File: config.mk
export PLATFORM = sky130hd
export DESIGN_NAME = multicast_router
export DESIGN_NICKNAME = d
export VERILOG_FILES = /design/src/rtl/multicast_router.sv
export SDC_FILE = /design/constraint.sdc
export NUM_CORES = 1
export LEC_CHECK = 0
export CAP_MARGIN = 15
export CORE_UTILIZATION = 25
export DETAILED_ROUTE_END_ITERATION = 12
export SYNTH_ARGS = -nofsm -noshare
export SYNTH_HDL_FRONTEND = slang
export SYNTH_SLANG_ARGS = --single-unit
File: constraint.sdc
create_clock -name clk -period 3.7 [get_ports clk]
set_clock_uncertainty 0.2 [all_clocks]
set_input_delay 0.74 -clock clk [delete_from_list [all_inputs] [get_ports clk]]
set_output_delay 0.74 -clock clk [all_outputs]
set_load 0.02 [all_outputs]
File: src/rtl/multicast_router.sv
// Multicast router: NUM_CH independent channels, each a FIFO feeding a tag-matched
// multicast/broadcast stage that retires an entry only after every targeted column accepts.
module mcr_channel #(
  parameter int NUM_COL    = 4,
  parameter int BUS_W      = 32,
  parameter int ID_WIDTH   = 4,
  parameter int FIFO_DEPTH = 4,
  parameter int CNT_W      = 8,
  parameter int COL_W      = 2
) (
  input  logic                         clk,
  input  logic                         rstn,
  input  logic                         in_valid,
  output logic                         in_ready,
  input  logic [ID_WIDTH-1:0]          in_tag,
  input  logic [BUS_W-1:0]             in_data,
  input  logic                         bcast,
  input  logic                         id_we,
  input  logic [COL_W-1:0]             cfg_col,
  input  logic [ID_WIDTH-1:0]          cfg_id,
  output logic [NUM_COL-1:0]           col_valid,
  output logic [BUS_W-1:0]             col_data,
  input  logic [NUM_COL-1:0]           col_ready,
  output logic                         busy,
  output logic [CNT_W-1:0]             drop_cnt
);
  localparam int AW = $clog2(FIFO_DEPTH);
  localparam logic [0:0] STATE_IDLE    = 1'b0;
  localparam logic [0:0] STATE_DELIVER = 1'b1;

  logic [ID_WIDTH+BUS_W-1:0]         mem [FIFO_DEPTH];
  logic [AW:0]                       wr_ptr, rd_ptr;
  logic [0:0]                        state;
  logic [NUM_COL-1:0]                pend, pend_next, mask;
  logic [NUM_COL-1:0][ID_WIDTH-1:0]  ids;
  logic [BUS_W-1:0]                  data;
  logic [ID_WIDTH-1:0]               head_tag;
  logic [BUS_W-1:0]                  head_data;
  logic                              full, empty, push, done, load;

  // extra pointer bit distinguishes full from empty
  assign empty     = (wr_ptr == rd_ptr);
  assign full      = (wr_ptr[AW] != rd_ptr[AW]) && (wr_ptr[AW-1:0] == rd_ptr[AW-1:0]);
  assign in_ready  = rstn & ~full;
  assign push      = in_valid & in_ready;
  assign head_tag  = mem[rd_ptr[AW-1:0]][ID_WIDTH+BUS_W-1:BUS_W];
  assign head_data = mem[rd_ptr[AW-1:0]][BUS_W-1:0];

  always_comb begin
    mask = '0;
    for (int c = 0; c < NUM_COL; c++)
      mask[c] = bcast | (&head_tag) | (head_tag == ids[c]);
  end

  // last handshake and next head load share one edge, so no bubble between entries
  assign pend_next = pend & ~col_ready;
  assign done      = (state == STATE_DELIVER) && (pend_next == '0);
  assign load      = ~empty && ((state == STATE_IDLE) || done);

  always_ff @(posedge clk)
    if (push) mem[wr_ptr[AW-1:0]] <= {in_tag, in_data};

  always_ff @(posedge clk or negedge rstn) begin
    if (!rstn) begin
      wr_ptr   <= '0;
      rd_ptr   <= '0;
      state    <= STATE_IDLE;
      pend     <= '0;
      data     <= '0;
      drop_cnt <= '0;
      for (int c = 0; c < NUM_COL; c++) ids[c] <= ID_WIDTH'(c);
    end else begin
      if (push) wr_ptr <= wr_ptr + (AW+1)'(1);
      if (load) begin
        rd_ptr <= rd_ptr + (AW+1)'(1);
        if (mask != '0) begin
          pend  <= mask;
          data  <= head_data;
          state <= STATE_DELIVER;
        end else begin
          pend  <= '0;
          state <= STATE_IDLE;
          if (drop_cnt != '1) drop_cnt <= drop_cnt + CNT_W'(1);
        end
      end else if (state == STATE_DELIVER) begin
        pend <= pend_next;
        if (done) state <= STATE_IDLE;
      end
      // the load above already used the pre-write ID
      if (id_we) ids[cfg_col] <= cfg_id;
    end
  end

  assign col_valid = pend;
  assign col_data  = data;
  assign busy      = ~empty | (state == STATE_DELIVER);
endmodule

module multicast_router #(
  parameter int NUM_CH     = 3,
  parameter int NUM_COL    = 4,
  parameter int BUS_W      = 32,
  parameter int ID_WIDTH   = 4,
  parameter int FIFO_DEPTH = 4,
  parameter int CNT_W      = 8,
  localparam int CH_W      = (NUM_CH  > 1) ? $clog2(NUM_CH)  : 1,
  localparam int COL_W     = (NUM_COL > 1) ? $clog2(NUM_COL) : 1
) (
  input  logic                         clk,
  input  logic                         rstn,
  input  logic [NUM_CH-1:0]            in_valid,
  output logic [NUM_CH-1:0]            in_ready,
  input  logic [NUM_CH*ID_WIDTH-1:0]   in_tag,
  input  logic [NUM_CH*BUS_W-1:0]      in_data,
  input  logic [NUM_CH-1:0]            ch_bcast,
  input  logic                         cfg_we,
  input  logic [CH_W-1:0]              cfg_ch,
  input  logic [COL_W-1:0]             cfg_col,
  input  logic [ID_WIDTH-1:0]          cfg_id,
  output logic [NUM_CH*NUM_COL-1:0]    col_valid,
  output logic [NUM_CH*BUS_W-1:0]      col_data,
  input  logic [NUM_CH*NUM_COL-1:0]    col_ready,
  output logic [NUM_CH-1:0]            busy,
  output logic [NUM_CH*CNT_W-1:0]      drop_cnt
);
  for (genvar g = 0; g < NUM_CH; g++) begin : g_ch
    mcr_channel #(
      .NUM_COL(NUM_COL), .BUS_W(BUS_W), .ID_WIDTH(ID_WIDTH),
      .FIFO_DEPTH(FIFO_DEPTH), .CNT_W(CNT_W), .COL_W(COL_W)
    ) u_ch (
      .clk       (clk),
      .rstn      (rstn),
      .in_valid  (in_valid[g]),
      .in_ready  (in_ready[g]),
      .in_tag    (in_tag[g*ID_WIDTH +: ID_WIDTH]),
      .in_data   (in_data[g*BUS_W +: BUS_W]),
      .bcast     (ch_bcast[g]),
      .id_we     (cfg_we && (cfg_ch == CH_W'(g))),
      .cfg_col   (cfg_col),
      .cfg_id    (cfg_id),
      .col_valid (col_valid[g*NUM_COL +: NUM_COL]),
      .col_data  (col_data[g*BUS_W +: BUS_W]),
      .col_ready (col_ready[g*NUM_COL +: NUM_COL]),
      .busy      (busy[g]),
      .drop_cnt  (drop_cnt[g*CNT_W +: CNT_W])
    );
  end
endmodule

Yosys cells after proc, flatten, opt, wreduce, memory -nomap -nowiden
Memories as Yosys holds them, arrays and structs flattened. Index checks and enable logic that the tools add are counted. W data, S select, Z words.

$add $sub $neg: 9. Multiply operators: 0. Divide/modulo/power cells: 0. Magnitude comparators: 2. Eq/ne operators: 26. Shift-type cells: 0. Mux-type cells: 32. Bitwise gates (word level): 42. Reductions and logical operators: 35.

Operators with widths (count): $bwmux W16 (3); $eq A4 B4 Y1 (12); $mux W4 (10); $add A8 B1 Y8 const B (3); $ne A8 B8 Y1 const B (3); $add A3 B1 Y3 const B (6); $mux W1 (18); $or A1 B1 Y1 (18); $logic_and A1 B1 Y1 (13); $and A4 B4 Y4 (3); $logic_not A4 Y1 (3); $not A1 Y1 (12); $not A4 Y4 (3); $reduce_and A4 Y1 (3); $reduce_bool A4 Y1 (3); $eq A3 B3 Y1 (3); $reduce_and A3 Y1 (3); $demux W4 S2 (1); $and A1 B1 Y1 (6); $eq A2 B2 Y1 (3); $reduce_and A2 Y1 (3); $reduce_bool A2 Y1 (3); $logic_or A1 B1 Y1 (3); $lt A2 B3 Y1 const B (1); 5 further kinds (7).

Register bits: 201. Latch bits: 0. RAM bits: 432. ROM bits: 0. Bits of input ports: 137. Output and inout port bits: 138. Word-level logic and storage cells: 179. Memories kept: 3.

Memories: g_ch[0].u_ch.mem (words 4, width 36, rd ports 1, clocked after memory_dff 0, write ports 1, line 31) `logic [ID_WIDTH+BUS_W-1:0] mem [FIFO_DEPTH];`; g_ch[1].u_ch.mem (words 4, width 36, rd ports 1, clocked after memory_dff 0, write ports 1, line 31); g_ch[2].u_ch.mem (words 4, width 36, rd ports 1, clocked after memory_dff 0, write ports 1, line 31).

Longest topological paths before layout
Gate-level depths: netlist of run 1.

Word-level depth: 7. Mapped depth: 11.

Cells and area by module
A second synthesis of run 1 with hierarchy kept.

Cell total of the unflattened synthesis: 1266. Area total of the unflattened synthesis: 25229.2 um^2.

By module, submodules not included: mcr_channel at g_ch[0].u_ch (instances 1, cells an instance 428, area each 8438.1 um^2, seq. area each 6005.8 um^2); mcr_channel at g_ch[2].u_ch (instances 1, cells an instance 427, area each 8420.6 um^2, seq. area each 6005.8 um^2); mcr_channel at g_ch[1].u_ch (instances 1, cells an instance 408, area each 8340.5 um^2, seq. area each 6005.8 um^2); multicast_router (instances 1, cells an instance 3, area each 30.0 um^2, seq. area each 0.0 um^2).

Least setup slack after synthesis of run 1
Ideal clock, no wire load.

Path type: register -> register. From: register g_ch[0].u_ch.rd_ptr[0]. To: register g_ch[0].u_ch.data[10], read port of g_ch[0].u_ch.mem. Arrival: 2.605 ns. Slack: 0.768 ns. Stages on the path, launching flop included: 12. Period minus slack after synthesis: 2.932 ns. Cells stage by stage: dfrtp_1 buf_2 buf_6 mux4_2 xnor2_1 nand4_1 o211ai_1 nor3_4 nand2b_1 buf_6 buf_6 mux2_1.

Longest elaborated chain between the ends: 6. Elaborated cells on any way between the ends: 16.

RTL lines: from (decl) (line 32) `logic [AW:0] wr_ptr, rd_ptr;`; from (signal assigned) (line 75) `rd_ptr <= rd_ptr + (AW+1)'(1);`; $mem_v2 Z4 W36; $reduce_and A4 Y1 (line 52) `mask[c] = bcast | (&head_tag) | (head_tag == ids[c]);`; $or A1 B1 Y1 (2 in series) (line 52); $reduce_bool A4 Y1 (line 76) `if (mask != '0) begin`; $reduce_and A2 Y1 (no source line); to (decl) (line 36) `logic [BUS_W-1:0] data;`.

Several ways; a longest one is shown, not always the timed one. A chain may end at the register's enable or synchronous reset.

Final worst setup path of run 1
From: input port rstn. To: output port in_ready[0].

Longest elaborated chain between the ends: 1.

RTL lines: from (decl) (line 110) `input logic rstn,`; $and A1 B1 Y1 (line 44) `assign in_ready = rstn & ~full;`; to (decl) (line 112) `output logic [NUM_CH-1:0] in_ready,`.

Every way passes these cells.

==> run_results.csv, run 1 <==
group,metric,value,unit
floorplan,ioPinCount,275,
global_route,first_global_vias,13680,
yosys,yosysUniqueCellTypes,54,
finish,finish.utilization,0.3213,
floorplan,die_y,317.3,um
floorplan,rows,115,
placed_design,port_buffers,274,
clocking,clkLatencyLatePin,0.63,ns
global_route,track_usage,0.1124,
routing,avgRoutedWirePerCell,19.14,um
yosys,synth-edff-count,432,
clocking,clock-sinks,633,
critical_path,rr_startpoint,"g_ch[2].u_ch.rd_ptr[0]$_DFFE_PN0P_",
hold_path,hp-class,"flip-flop to flip-flop",
critical_path,reg2reg_slack,0.41,ns
global_route,grt-ovfl-total,0,
critical_path,worst_path_max_delay_cell,"clkdlybuf4s50_1",
clocking,cts_inserted_buffers,72,
timing,slew_headroom,0.4480,
critical_path,r2r-end,"g_ch[2].u_ch.col_data[0]$_DFFE_PN0P_",
global_route,grt_max_degree,55,
yosys,async_flop_share,0.3175,
timing,hold_violations,0,
placed_design,post-dp-hpwl,36500,um
hold_path,hold_start,"g_ch[0].u_ch.wr_ptr[2]$_DFFE_PN0P_",
clocking,clock_path_buffers,3,
routing,routed_wl,56230,um
clocking,cts-root-buf,"clkbuf_16",
floorplan,dieArea,100700,sq um
critical_path,crit_required,2.76,ns
floorplan,core-area,98420,sq um
floorplan,start_util,0.2525,
critical_path,slowest_delay,0.74,ns
critical_path,crit_fanout,6,
floorplan,dieWidth,317.3,um
yosys,synthesis.nets,1412,
power_and_ir_drop,p_leak,0.01108,uW
timing,worst_pin_slew,0.8280,ns
yosys,synth_seq_cells,633,
routing,vias_per_cell,4.293,
finish,stdcell_count,2938,
yosys,seq_area_frac_synth,0.7250,
yosys,ys.flop_type,"edfxtp_1",
clocking,cts_tree,"done",
critical_path,rr_worst_depth,8,
critical_path,path_class,"input pin to primary output",
routing,first_pass_iters,4,
finish,drive_gt1_frac,0.2521,
critical_path,path_cells,"dlygate4sd3_1 -> buf_8 -> a21boi_0 -> clkdlybuf4s50_1",
placed_design,place_area,29300,sq um
yosys,yosys_warnings,0,
critical_path,crit_arrival,2.71,ns
finish,final_area,31620,sq um
job,drv_cap,0,
finish,fin_nets,1744,
timing,maxSlewViolCount,0,
placed_design,place.gp.congestion,0.7822,
run_status,status,"completed",
yosys,synthCells,1257,
yosys,syn_area,24850,sq um
timing,max_freq,274.3,MHz
clocking,clk_pin_slew,0.06,ns
clocking,ctsHtreeMaxLevel,3,
global_route,antenna_found_initial,16,
timing,post-route-period-util,0.9852,
placed_design,dp_cells,2801,
routing,drtIter0Drc,630,
critical_path,critPathCaptureType,"primary output",
power_and_ir_drop,power_density,829.4,nW/um^2
power_and_ir_drop,ir_drop,0.4661,mV
timing,setup_violations,0,
timing,min_period,3.645,ns
hold_path,min_to,"g_ch[0].u_ch.wr_ptr[2]$_DFFE_PN0P_",
hold_path,min_path_cells,1,
routing,postRouteAntennaNets,0,
global_route,grt_pass1_wl,84730,um
yosys,syn_area_per_cell,19.77,sq um
critical_path,start_kind,"input pin",
routing,route.detailed.drc,0,
finish,area_growth,27.23,%
routing,vias,12610,
## flip-flops by register name, summed over array words and instances (netlist names)
| signal | flops |
|---|---|
| g_ch.u_ch.col_data | 96 |
| g_ch.u_ch.col_valid | 12 |
| g_ch.u_ch.drop_cnt | 24 |
| g_ch.u_ch.ids | 48 |
| g_ch.u_ch.mem | 432 |
| g_ch.u_ch.rd_ptr | 9 |
| g_ch.u_ch.state | 3 |
| g_ch.u_ch.wr_ptr | 9 |
## cell usage in the layout, fill, tap and decap left out, types with 5 or more instances in the layout
master / Yosys / final
dfstp_2: 12 / 12
a22o_1: 7 / 7
inv_1: 23 / 23
nand4_1: 21 / 21
and3_2: 0 / 12
buf_4: 6 / 20
clkinv_2: 0 / 17
edfxtp_1: 432 / 432
mux4_2: 107 / 107
diode_2: 0 / 5
clkbuf_16: 0 / 73
xnor2_1: 62 / 62
xor2_1: 27 / 27
mux2_1: 30 / 30
buf_12: 4 / 14
clkbuf_8: 0 / 5
dfrtp_1: 189 / 183
or3_1: 5 / 5
nand2b_1: 8 / 7
and3_1: 21 / 9
nand3_1: 11 / 11
clkbuf_1: 25 / 18
o21ai_0: 16 / 16
ha_1: 18 / 18
mux2_4: 31 / 31
nand2_1: 32 / 32
mux2_2: 90 / 90
nor2_1: 14 / 13
dfrtp_2: 0 / 6
clkdlybuf4s50_1: 0 / 273
## routing by layer
metal  wire, um  up-vias  track usage
met5         85        -            0
met4       1315       12      0.04295
met3       3421       90      0.03006
met2      27610      289       0.1851
met1      23800     6628       0.1407
li1           -     5593            -
## synth_stat cells, drive strengths merged (5+ instances only)
library cell / number / area share
ha: 18 / 0.0091
nor2: 14 / 0.0021
a22o: 7 / 0.0025
dfstp: 12 / 0.013
buf: 26 / 0.011
nand2b: 8 / 0.0020
nand3: 11 / 0.0022
xor2: 27 / 0.0095
inv: 23 / 0.0035
dfrtp: 189 / 0.19
edfxtp: 432 / 0.52
or3: 5 / 0.0013
mux4: 108 / 0.098
o21ai: 16 / 0.0032
nand4: 21 / 0.0053
and3: 22 / 0.0057
mux2: 151 / 0.073
nand2: 32 / 0.0048
clkbuf: 25 / 0.0038
xnor2: 62 / 0.022
## power by group
group	internal [uW]	leakage, uW	switching, uW
logic	4790	0.00365	4460
registers	9230	0.00631	912
clock network	3920	0.00112	2900
## final cells by class
class                      instances  area (sq um)
fill                            9470         66800
sequential                       633         18020
multi-input combinational        550          6402
timing repair buffer             309          3188
clock buffer                      96          1963
tap                             1287          1610
clock inverter                    35         330.3
inverter                          23         86.33
antenna                            5         12.51
## per-stage QoR
step	setup TNS (ns)	total power, uW	setup WS [ns]	hold WS, ns
2_1_floorplan	0	16490	0.7676	0.2444
3_3_place_gp	0	19480	0.3584	0.2728
3_5_place_dp	0	19730	0.3975	0.2758
4_1_cts	0	26700	0.02997	0.2880
5_1_grt	-0.00003686	27670	-0.00003686	0.3021
6_report	0	26220	0.05471	0.2873
## logic make-up after synthesis
| group | count (synthesis) | synth area share |
|---|---|---|
| mux | 259 | 0.1711 |
| compound gates | 52 | 0.01546 |
| xor+xnor | 89 | 0.03137 |
| flops | 633 | 0.7250 |
| fa+ha+maj | 18 | 0.009063 |
| buf+inv | 74 | 0.01813 |
| simple gates | 132 | 0.02981 |
## critical path: cells and delay by family
kind | cells | cell delay, ns
buffers and inverters | 3 | 1.49
AO/OA/AOI/OAI | 1 | 0.46
## what timing repair did
action | in CTS | in global routing
gates resized for setup | 2 | 0
hold buffers | 1 | 0
hold endpoints to repair | 11 | 0
buffers inserted | 0 | 0
setup endpoints to repair | 2 | 0
## worst max path at each step
| stage | start | to | slack (ns) | cells after the start |
|---|---|---|---|---|
| floorplan | g_ch[0].u_ch.rd_ptr[0]$_DFFE_PN0P_ | g_ch[0].u_ch.col_data[10]$_DFFE_PN0P_ | 0.77 | 11 |
| global placement | rstn | in_ready[1] | 0.36 | 3 |
| detailed placement | g_ch[2].u_ch.rd_ptr[0]$_DFFE_PN0P_ | g_ch[2].u_ch.col_data[0]$_DFFE_PN0P_ | 0.40 | 8 |
| CTS | rstn | in_ready[1] | 0.03 | 4 |
| global route | rstn | in_ready[1] | -0.00004 | 4 |
| finish | rstn | in_ready[0] | 0.05 | 4 |
(Power assumes the default switching activity.)
==> run 2, diff against run 1 <==
HOLD_SLACK_MARGIN = 0.1   (was default)
==> results of run 2 <==
Same layout as run 1: the final DEF is identical, and so are final timing and power.
